--- config.mk ---
export PLATFORM = sky130hd
export DESIGN_NAME = signed_int_to_float_unit
export DESIGN_NICKNAME = d
export VERILOG_FILES = /design/src/rtl/fp32_pkg.sv /design/src/rtl/lzc32.sv /design/src/rtl/signed_int_to_float_unit.sv
export SDC_FILE = /design/constraint.sdc
export NUM_CORES = 1
export LEC_CHECK = 0
export ABC_AREA = 1
export BUFFER_PORTS_ARGS = -buffer_cell sky130_fd_sc_hd__buf_2
export CAP_MARGIN = 5
export CORE_MARGIN = 1
export CORE_UTILIZATION = 30
export DETAILED_ROUTE_END_ITERATION = 8
export GPL_TIMING_DRIVEN = 0
export PLACE_DENSITY = 0.47
export SLEW_MARGIN = 0
export SYNTH_ARGS = -nofsm -noshare
export SYNTH_HDL_FRONTEND = slang
export SYNTH_SLANG_ARGS = --single-unit
--- constraint.sdc ---
create_clock -name clk -period 0.8 [get_ports clk]
set_input_delay 0.04 -clock clk [delete_from_list [all_inputs] [get_ports clk]]
set_output_delay 0.04 -clock clk [all_outputs]
set_load 0.005 [all_outputs]
--- src/rtl/fp32_pkg.sv ---
// Shared FP32 format constants and field layout for the FP_modules datapath.
package fp32_pkg;
  localparam logic [7:0] FP32_BIAS   = 8'd127;
  localparam int         FP32_EXP_W  = 8;
  localparam int         FP32_MANT_W = 23;

  typedef struct packed {
    logic                   sign;
    logic [FP32_EXP_W-1:0]  exp;
    logic [FP32_MANT_W-1:0] mant;
  } fp32_t;
endpackage

--- src/rtl/lzc32.sv ---
// Combinational 32-bit leading-zero counter with an all-zero flag.
module lzc32 (
  input  logic [31:0] i_val,
  output logic [4:0]  o_cnt,
  output logic        o_zero
);
  // Ascending scan: the last hit is the most significant set bit.
  always_comb begin
    o_cnt = 5'd0;
    for (int i = 0; i < 32; i++)
      if (i_val[i]) o_cnt = 5'(31 - i);
  end

  assign o_zero = ~|i_val;
endmodule

--- src/rtl/signed_int_to_float_unit.sv ---
// int32 -> FP32 converter, round-to-nearest-even, one output register stage.
module signed_int_to_float_unit
  import fp32_pkg::*;
(
  input  logic        clk,
  input  logic        rst_n,
  input  logic        in_vld,
  input  logic [31:0] signed_int_val,
  output logic        out_vld,
  output logic [31:0] FP_val
);
  logic        w_neg;
  logic [31:0] w_mag;
  logic [31:0] w_norm;
  logic [4:0]  w_lzc;
  logic        w_zero;
  logic [22:0] w_mant_raw;
  logic        w_guard;
  logic        w_sticky;
  logic        w_rnd;
  logic [23:0] w_mant_sum;
  logic [7:0]  w_exp;
  fp32_t       w_res;
  fp32_t       r_fp;
  logic        r_vld;

  // 32'h80000000 negates to itself, which is exactly 2^31 as unsigned.
  assign w_neg = signed_int_val[31];
  assign w_mag = w_neg ? (~signed_int_val + 32'd1) : signed_int_val;

  lzc32 u_lzc (
    .i_val  (w_mag),
    .o_cnt  (w_lzc),
    .o_zero (w_zero)
  );

  // Leading one lands at bit 31; for p<=23 guard/sticky are naturally zero.
  assign w_norm     = w_mag << w_lzc;
  assign w_mant_raw = w_norm[30:8];
  assign w_guard    = w_norm[7];
  assign w_sticky   = |w_norm[6:0];
  assign w_rnd      = w_guard & (w_sticky | w_mant_raw[0]);
  assign w_mant_sum = {1'b0, w_mant_raw} + {23'd0, w_rnd};

  // A mantissa carry-out leaves sum[22:0] all zero and bumps the exponent.
  assign w_exp = FP32_BIAS + {3'd0, 5'd31 - w_lzc} + {7'd0, w_mant_sum[23]};

  always_comb begin
    w_res = '0;
    if (!w_zero) begin
      w_res.sign = w_neg;
      w_res.exp  = w_exp;
      w_res.mant = w_mant_sum[22:0];
    end
  end

  always_ff @(posedge clk or negedge rst_n) begin
    if (!rst_n) begin
      r_vld <= 1'b0;
      r_fp  <= '0;
    end else begin
      r_vld <= in_vld;
      if (in_vld) r_fp <= w_res;
    end
  end

  assign out_vld = r_vld;
  assign FP_val  = r_fp;
endmodule

==> results.md, run 1 <==
* Final Skew at 0 ns
* Final setup margin at -3.55 ns
* Worst Max-Slew Pin Slew at 0.755 ns
* Dpl cells at 1231
* Worst hold margin at -0.173 ns
* Cts bufs inserted at 5
* Ant. Diodes at 0
* Global-route wire length before repair at 34.4 mm
* Synthesis-stage register bit count at 33
* Die width at 136 um
* DRT antenna net count at 0
* Crit path from: signed_int_val[0]
* Most frequent CP cell: nor2_4
* Fill cells at 1780
* Cell Count, Final, Fillers Out at 1375
* Final hold vios at 33
* Met1 Use GR at 32.4%
* CTS clk-pin slew, worst paths at 0.06 ns
* Critical path endpoint category: flip-flop
* PD cells at 1560 nW/um2
* Unique cell type count in the Yosys netlist at 54
* Die ar. at 18500 um2
* Grt ovf at 0
* GR peak layer: met2
* Sequential share of the synthesized area at 15.4%
* Gpl congestion at 0.866
* Post-synth top flop: dfrtp_1
* IO Count at 68
* Share of cells above drive strength 1 at 48.1%
* Post-DR wirelength/cell at 16.1 um
* CTS tree: built
* Vias in the first global route at 6788
* Crit-path slowest cell: or2_4
* Syn nets at 978
* Max Clk Rate at 230 MHz
* Worst setup path class: in -> reg
* All-Layer GR Usage at 23.7%
* Leak at 4.37 nW
* Hold Buf Count CTS at 1
* Warnings from Yosys at 0
* Met2 GRT Util at 40.0%
* First-pass DRT Iterations at 5
* Routed vias at 7112
* GRT met3 Usage at 3.32%
* Startpoint types: primary input
* Chip height at 136 um
* Initial antenna violation count at 0
* WP buf/inv at 11
* Worst r2r src: FP_val[25]
* RSZ-0062 raised after global routing: true
* Drt drc at 0
* Worst reg2reg path depth at 2
* Top Family by Delay on Critical Path: simple AND/OR/NAND/NOR gates
* Root Buffer: clkbuf_16
* Setup crit end: FP_val[25]
* Initial Util at 30.9%
* Reg-to-reg endpoint: FP_val[25]
* Failing checks: negative hold slack, negative setup slack
* Max-slew headroom at 49.6%
* Final setup fails at 65
* Detailed Route Iter0 Violations at 511
* Slew Viols, Final at 0
* Synthesized area per cell at 5.72 um2
* Crit-path max FO at 8
* Sink Count at 33
* Data required, critical path at 1.00 ns
* Routed vias/inst at 5.17
* R2R Setup Slk at 0.03 ns
* Final HPWL DP at 16.1 mm
* Final Cycle Share at 544%
* Setup TNS at -105.35 ns
* PortBufs at 67
* Run status: finished with violations
* Htree depth at 2
* Max cap viols at 0
* Ys async rst share at 100%
* Total routed wirelength at 22.1 mm
* Number of enable flip-flop cells after synthesis at 0
* Min Tclk post-route at 4.35 ns
* Cells after Synth at 939
* Max Root-Sink Buffers at 2
* VDD IR-drop max at 1.20 mV
* Worst skew pair latency at 0.28 ns
* Post-Synthesis Cell Area at 5370 um2
* Largest net degree at the start of global routing at 34
* Layout area overhead at 67.2%
* Final #Nets at 1188
* Arr. time, crit path at 4.55 ns
* Core Box Area at 17400 um2
* CP max stage delay at 0.27 ns
* # rows at 48
* Critical path depth in cells at 37
* Hold Crit Class: in -> async
## power by group
| group | switching, mW | internal, mW |
|---|---|---|
| sequential | 0.162 | 2.01 |
| clock | 0.730 | 1.56 |
| combinational | 5.42 | 4.11 |
## how the worst min path moves through the flow
stage	start	to	slack (ns)
floorplan	rst_n	FP_val[0]	-0.26
global placement	rst_n	FP_val[6]	0.16
detailed placement	rst_n	FP_val[5]	0.16
CTS	rst_n	FP_val[6]	-0.14
global route	rst_n	FP_val[6]	-0.1
finish	rst_n	FP_val[5]	-0.17
## worst register-to-register path: stages (launching register included)
cell     delay (ns)
dfrtp_1        0.40
a32oi_1        0.16
o31ai_1        0.09
## timing repair
action,CTS,global route
setup endpoints to repair,65,65
pin swaps,59,66
buffers inserted,83,50
endpoints found under the hold margin,34,33
gates resized for setup,178,182
cloned,4,2
## sequential cells by signal, summed over array words and instances (netlist names)
register / count
out_vld: 1
FP_val: 32
## cell type report
cell class | instances | area, um2 | share of cell area (%)
inverters | 96 | 400 | 4.46
clock inverters | 1 | 30.0 | 0.334
clock buffers | 7 | 143 | 1.59
repair buffers | 202 | 1560 | 17.4
flip-flops and latches | 33 | 826 | 9.19
multi-input cells | 770 | 5340 | 59.4
plain buffers | 41 | 409 | 4.55
well taps | 225 | 282 | 3.13
## metal layers
metal,share of wire [%],vias up,routed length [um]
met1,47,3395,10300
met4,0.75,0,165
li1,-,3501,-
met3,4.8,19,1070
met2,48,197,10500
met5,0,-,0
## layout by cell type, fill, tap and decap left out, types with 19 or more instances in the layout
| cell type | instances |
|---|---|
| nand2_1 | 236 |
| nand3_1 | 125 |
| buf_4 | 115 |
| nand3_2 | 73 |
| inv_1 | 70 |
| buf_2 | 67 |
| nand2_2 | 62 |
| nor2_1 | 46 |
| dfrtp_1 | 33 |
| buf_6 | 30 |
| nand3_4 | 24 |
| nand2_4 | 22 |
| nor2_4 | 22 |
| o21ai_1 | 20 |
| nand4_1 | 20 |
| inv_2 | 19 |
## stage by stage
step	cell area, um2	total power, mW	hold slack, ns	worst slack [ns]	util [%]
floorplan	5610	6.45	-0.256	-3.22	-
global placement	6220	8.22	0.161	-4.56	35.7
detailed placement	6220	8.22	0.164	-4.52	35.7
CTS	7840	12.5	-0.141	-3.65	45.0
global route	8980	14.9	-0.0958	-3.87	51.6
finish	8980	14.0	-0.173	-3.55	51.6
## kinds of logic after synthesis
logic type	share of synthesized area, %
AO/OA/AOI/OAI	7.45
AND/OR/NAND/NOR	59.7
adder cells (fa/ha/maj)	0.931
flip-flops	15.4
XOR/XNOR	5.54
buffers and inverters	11.1
## synth_stat cells, types with 4 or more instances
cell type  instances  area share [%]
nor2_1            68             4.7
dfrtp_1           33              15
nor2_4             8             1.7
nor3_1             8            0.75
xor2_1            19             3.1
buf_2             19             1.8
o21ai_1           10            0.93
nand2_2           10             1.2
ha_1               4            0.93
nand2_1          309              22
o31ai_1            4            0.56
nor2_2            10             1.2
inv_1             77             5.4
nand4_1           20             2.3
buf_4              6            0.84
clkbuf_1          10            0.70
inv_2             17             1.2
xor2_2             6             1.8
a21oi_1            6            0.56
nand3_2           14             2.6
nand3_1          208              19
o21ai_0           22             2.0
Power figures use the tool's default switching activity.
==> inputs of run 2 (changes only) <==
--- a/config.mk
+++ b/config.mk
@@ -10,6 +10,7 @@
 export CAP_MARGIN = 5
 export CORE_MARGIN = 1
 export CORE_UTILIZATION = 30
+export CTS_BUF_LIST = sky130_fd_sc_hd__clkbuf_8
 export DETAILED_ROUTE_END_ITERATION = 8
 export GPL_TIMING_DRIVEN = 0
 export PLACE_DENSITY = 0.47
==> run 2 against run 1 <==
  * The run still ends with negative hold slack, negative setup slack left
  * Wire length down 1.2%
  * Final area decreased by 2.2%
  * Global-route usage about the same
  * Utilization shrank 1.1 points
  * Count of clock-buffer cells in the layout is 1 lower
  * Register-to-register slack worse by 0.06 ns
  * Worst hold slack worse by 0.013 ns
  * Clock power shrank 28%
  * First-iteration DRC count fell by 3.7%
  * Critical path depth down 1
  * Combinational power shrank 0.8%
  * Highest routed layer unchanged
  * Setup slack gained 0.021 ns
  * Critical path type unchanged
==> results.md, run 2 (same netlist as run 1, synthesis figures left out) <==
* Reg-to-reg endpoint: FP_val[1]
* Initial antenna violation count at 0 (unchanged)
* Worst reg2reg path depth at 2 (unchanged)
* Max-slew headroom at 49.0% (-0.69 points)
* Data required, critical path at 0.97 ns (-0.03 ns)
* Die width at 136 um (unchanged)
* Arr. time, crit path at 4.51 ns (-0.04 ns)
* Run status: finished with violations
* Max Clk Rate at 231 MHz (+0.49%)
* Routed vias/inst at 5.16 (-0.25%)
* Die ar. at 18500 um2 (unchanged)
* Vias in the first global route at 6789 (+0.015%)
* Detailed Route Iter0 Violations at 492 (-3.7%)
* Worst setup path class: in -> reg
* Most frequent CP cell: nand3_2
* IO Count at 68 (unchanged)
* Worst skew pair latency at 0.29 ns (about the same)
* Share of cells above drive strength 1 at 47.4% (-0.65 points)
* Leak at 4.24 nW (-2.9%)
* Most frequent cells in the layout: nand2_1, nand3_1, buf_4
* Final Skew at 0 ns (unchanged)
* Routed vias at 7001 (-1.6%)
* Total routed wirelength at 21.9 mm (-1.2%)
* Drt drc at 0 (unchanged)
* All-Layer GR Usage at 23.7% (-0.032 points)
* CP max stage delay at 0.28 ns (about the same)
* Worst Max-Slew Pin Slew at 0.766 ns (+0.0103 ns)
* Leading cell type in the layout, fill and taps excluded: nand2_1
* Cell Count, Final, Fillers Out at 1357 (-1.3%)
* # rows at 48 (unchanged)
* Crit-path max FO at 11 (+3)
* Worst r2r src: FP_val[1]
* Critical path depth in cells at 36 (-2.7%)
* Htree depth at 2 (unchanged)
* Final setup fails at 65 (unchanged)
* Root Buffer: clkbuf_8
* Setup TNS at -104.96 ns (+0.392 ns)
* Final hold vios at 33 (unchanged)
* Max Root-Sink Buffers at 2 (unchanged)
* VDD IR-drop max at 0.852 mV (-29%)
* Number of flip-flops in the largest register at 32 (unchanged)
* CTS tree: built
* Global-route wire length before repair at 34.3 mm (about the same)
* Chip height at 136 um (unchanged)
* Final core utilization at 50.4% (-1.1 points)
* Top Family by Delay on Critical Path: simple AND/OR/NAND/NOR gates
* Initial Util at 30.9% (unchanged)
* DRT antenna net count at 0 (unchanged)
* PortBufs at 67 (unchanged)
* Startpoint types: primary input
* Core Box Area at 17400 um2 (unchanged)
* Crit-path slowest cell: or2_4
* Final Cycle Share at 542% (-2.7 points)
* Max cap viols at 0 (unchanged)
* Sink Count at 33 (unchanged)
* Min Tclk post-route at 4.33 ns (-0.0214 ns)
* First-pass DRT Iterations at 5 (unchanged)
* Ant. Diodes at 0 (unchanged)
* R2R Setup Slk at -0.03 ns (-0.06 ns)
* Gpl congestion at 0.866 (unchanged)
* CTS clk-pin slew, worst paths at 0.07 ns (about the same)
* Post-DR wirelength/cell at 16.1 um (+0.13%)
* Hold Buf Count CTS at 1 (unchanged)
* Slew Viols, Final at 0 (unchanged)
* Final setup margin at -3.53 ns (+0.0214 ns)
* Largest net degree at the start of global routing at 34 (unchanged)
* Final HPWL DP at 16.1 mm (unchanged)
* RSZ-0062 raised after global routing: true
* Worst hold margin at -0.186 ns (-0.0127 ns)
* PD cells at 1510 nW/um2 (-2.9%)
* Critical path endpoint category: flip-flop
* Cts bufs inserted at 5 (unchanged)
* Dpl cells at 1231 (unchanged)
* WP buf/inv at 7 (-4)
* Hold Crit Class: in -> async
* Layout area overhead at 63.4%
* Final #Nets at 1170 (-1.5%)
* Failing checks: negative hold slack, negative setup slack
* Grt ovf at 0 (unchanged)
==> run 2: worst max-delay path by stage <==
| stage | from | endpoint | slack (ns) |
|---|---|---|---|
| global placement | signed_int_val[0] | FP_val[27] | -4.56 |
| finish | signed_int_val[0] | FP_val[27] | -3.53 |
| CTS | signed_int_val[0] | FP_val[27] | -3.63 |
| floorplan | signed_int_val[0] | FP_val[27] | -3.22 |
| global route | signed_int_val[0] | FP_val[25] | -3.85 |
| detailed placement | signed_int_val[0] | FP_val[27] | -4.52 |
==> run 2: worst reg2reg max path, cell delays in order, from the launching register on <==
cell	delay, ns
dfrtp_1	0.38
buf_4	0.13
a22o_1	0.21
==> run 2: report_power, final <==
part / internal [mW] / switching [mW] / total [mW]
sequential: 2.00 / 0.158 / 2.16
clock: 1.00 / 0.662 / 1.66
combinational: 3.99 / 5.46 / 9.45
==> run 2: per-stage QoR <==
stage	setup slack, ns	power [mW]	hold slack (ns)	cell area (um2)
6_report	-3.53	13.3	-0.186	8780
3_3_place_gp	-4.56	8.22	0.161	6220
3_5_place_dp	-4.52	8.22	0.164	6220
2_1_floorplan	-3.22	6.45	-0.256	5610
4_1_cts	-3.63	12.0	-0.160	7800
5_1_grt	-3.85	14.2	-0.114	8780
==> run 2: layout make-up <==
class                           count  area, um2
Inverter                           96        400
Sequential cell                    33        826
Tap cell                          225        282
Timing Repair Buffer              184       1370
Multi-Input combinational cell    770       5410
Clock inverter                      2       33.8
Buffer                             41        379
Fill cell                        1815       8630
Clock buffer                        6       82.6
==> run 2: what timing repair did <==
item / in CTS / in global routing
pin swaps: 59 / 51
resized for setup: 178 / 185
gates cloned: 4 / 0
endpoints found under the setup margin: 65 / 65
endpoints found under the hold margin: 34 / 33
setup buffers: 85 / 31
==> run 2: metal layers <==
layer	vias to the layer above	routed length (um)	track usage, %	share of wire (%)
li1	3459	-	-	-
met1	3353	10100	32.4	46
met5	-	0	0	0
met3	16	1100	3.32	5.0
met2	173	10500	40.0	48
met4	0	177	3.00	0.81
==> inputs of run 3 (changes only) <==
==> constraint.sdc (replaced) <==
create_clock -name clk -period 3.8 [get_ports clk]
set_input_delay 0.19 -clock clk [delete_from_list [all_inputs] [get_ports clk]]
set_output_delay 0.19 -clock clk [all_outputs]
set_load 0.005 [all_outputs]
==> run 3 against run 2 <==
  * Wire length is 0.77% higher
  * Total power shrank 80%
  * Combinational power fell by 80%
  * Worst hold slack better by 0.30 ns
  * Clock power decreased by 84%
  * Sequential share of layout area increased by 0.41 points
  * Critical path depth grew 2
  * The run ends with negative setup slack left
==> results.md, run 3 (same netlist as run 1, synthesis figures left out) <==
* VDD IR-drop max at 0.141 mV (-83%)
* Die width at 136 um (unchanged)
* Crit-path slowest cell: or2_4
* Largest net degree at the start of global routing at 34 (unchanged)
* Max cap viols at 0 (unchanged)
* Worst reg2reg path depth at 2 (unchanged)
* Routed vias/inst at 5.17 (+0.30%)
* First-pass DRT Iterations at 7 (+2)
* Grt ovf at 0 (unchanged)
* Leading cell type in the layout, fill and taps excluded: nand2_1
* Most frequent cells in the layout: nand2_1, nand3_1, buf_4
* RSZ-0062 raised after global routing: true
* Max Root-Sink Buffers at 2 (unchanged)
* CTS clk-pin slew, worst paths at 0.07 ns (about the same)
* Startpoint types: primary input
* Run status: finished with violations
* Routed vias at 6965 (-0.51%)
* Chip height at 136 um (unchanged)
* Final hold vios at 0 (-100%)
* Cts bufs inserted at 5 (unchanged)
* Met1 Use GR at 32.9% (+0.46 points)
* Final Cycle Share at 121%
* Detailed Route Iter0 Violations at 552 (+12%)
* Initial Util at 30.9% (unchanged)
* Worst skew pair latency at 0.29 ns (about the same)
* Worst setup path class: in -> reg
* Max-slew headroom at 49.2% (+0.29 points)
* Hold Crit Class: in -> reg
* PortBufs at 67 (unchanged)
* All-Layer GR Usage at 23.9% (+0.20 points)
* Sink Count at 33 (unchanged)
* Final setup fails at 30 (-54%)
* PD cells at 308 nW/um2 (-80%)
* Total routed wirelength at 22.0 mm (+0.77%)
* Initial antenna violation count at 0 (unchanged)
* Failing checks: negative setup slack
* GR peak layer: met2
* # rows at 48 (unchanged)
* DRT antenna net count at 0 (unchanged)
* Min Tclk post-route at 4.62 ns
* Share of cells above drive strength 1 at 43.7% (-3.7 points)
* Slew Viols, Final at 0 (unchanged)
* Crit-path max FO at 8 (-3)
* Leak at 4.16 nW (-2.1%)
* Htree depth at 2 (unchanged)
* Max Clk Rate at 217 MHz
* Cell Count, Final, Fillers Out at 1346 (-0.81%)
* CTS tree: built
* Drt drc at 0 (unchanged)
* Post-DR wirelength/cell at 16.4 um (+1.6%)
* Crit path from: signed_int_val[0]
* Worst Max-Slew Pin Slew at 0.761 ns (-0.00429 ns)
* Layout area overhead at 56.6%
* Number of flip-flops in the largest register at 32 (unchanged)
* Vias in the first global route at 6704 (-1.3%)
* Core Box Area at 17400 um2 (unchanged)
* GRT met3 Usage at 4.14% (+0.82 points)
* Placement Setup Slack at -1.63 ns (+2.88 ns)
* Met2 GRT Util at 39.2% (-0.85 points)
* Final #Nets at 1159 (-0.94%)
* Gpl congestion at 0.885 (+2.2%)
* Root Buffer: clkbuf_8
* IO Count at 68 (unchanged)
* Final HPWL DP at 16.1 mm (about the same)
* Final setup margin at -0.817 ns (+2.72 ns)
* Dpl cells at 1231 (unchanged)
* Global-route wire length before repair at 34.5 mm (+0.36%)
* R2R Setup Slk at 3.05 ns (+3.08 ns)
* Critical path endpoint category: flip-flop
* Ant. Diodes at 0 (unchanged)
* CP max stage delay at 0.29 ns (about the same)
* Arr. time, crit path at 4.78 ns (+0.27 ns)
* Final Skew at 0 ns (unchanged)
* Reg-to-reg endpoint: FP_val[25]
* Data required, critical path at 3.96 ns (+2.99 ns)
* Setup crit end: FP_val[27]
* Die ar. at 18500 um2 (unchanged)
* Worst r2r src: FP_val[25]
==> run 3: stage by stage <==
step / instance area, um2 / util [%] / hold slack [ns] / total power [mW] / setup TNS [ns]
after floorplan: 5570 / - / -0.106 / 1.35 / -1.93
after global placement: 6190 / 35.5 / 0.311 / 1.72 / -34.15
after detailed placement: 6190 / 35.5 / 0.305 / 1.72 / -33.95
after CTS: 7850 / 45.0 / 0.0990 / 2.42 / -13.96
after global routing: 8420 / 48.3 / 0.0964 / 2.79 / -25.83
final: 8420 / 48.3 / 0.111 / 2.59 / -15.96
==> run 3: report_power, final <==
part           total [mW]  leakage (nW)  switching, mW  internal (mW)
Sequential          0.457         0.400         0.0354          0.422
Clock               0.266        0.0439          0.139          0.126
Combinational        1.87          3.71           1.10          0.769
==> run 3: final cells by class <==
| type | instances | area [um2] |
|---|---|---|
| multi-input combinational | 770 | 5160 |
| fill | 1832 | 9000 |
| sequential | 33 | 826 |
| buffer | 41 | 360 |
| clock inverter | 3 | 17.5 |
| timing repair buffer | 173 | 1320 |
| inverter | 96 | 392 |
| clock buffer | 5 | 68.8 |
| tap | 225 | 282 |
==> run 3: what timing repair did <==
| item | 4_1_cts | 5_1_grt |
|---|---|---|
| hold buffers | 1 | 0 |
| setup buffers | 76 | 26 |
| endpoints found under the hold margin | 33 | 0 |
| resized for setup | 199 | 102 |
| endpoints found under the setup margin | 31 | 31 |
| cloned | 7 | 0 |
| pin swaps | 74 | 34 |
==> run 3: worst min-delay path by stage <==
stage	end	cells after the start	slack (ns)	startpoint
after floorplan	FP_val[0]	0	-0.11	rst_n
after CTS	out_vld	1	0.1	in_vld
final	out_vld	1	0.11	in_vld
after global routing	out_vld	1	0.1	in_vld
after detailed placement	FP_val[5]	1	0.31	rst_n
after global placement	FP_val[6]	1	0.31	rst_n
==> run 3: per-layer routing <==
layer	vias up	share of wire, %
met5	-	0
met1	3300	46
li1	3442	-
met3	31	5.4
met4	0	1.4
met2	192	47
==> run 3: worst max-delay path, delay by kind of cell <==
family                     cells  cell delay [ns]
AOI/OAI and AO/OA              1             0.11
xor gates and xnor gates       1             0.25
adders and majority gates      2             0.32
buffers and inverters          4             0.40
and+or+nand+nor               30             3.48
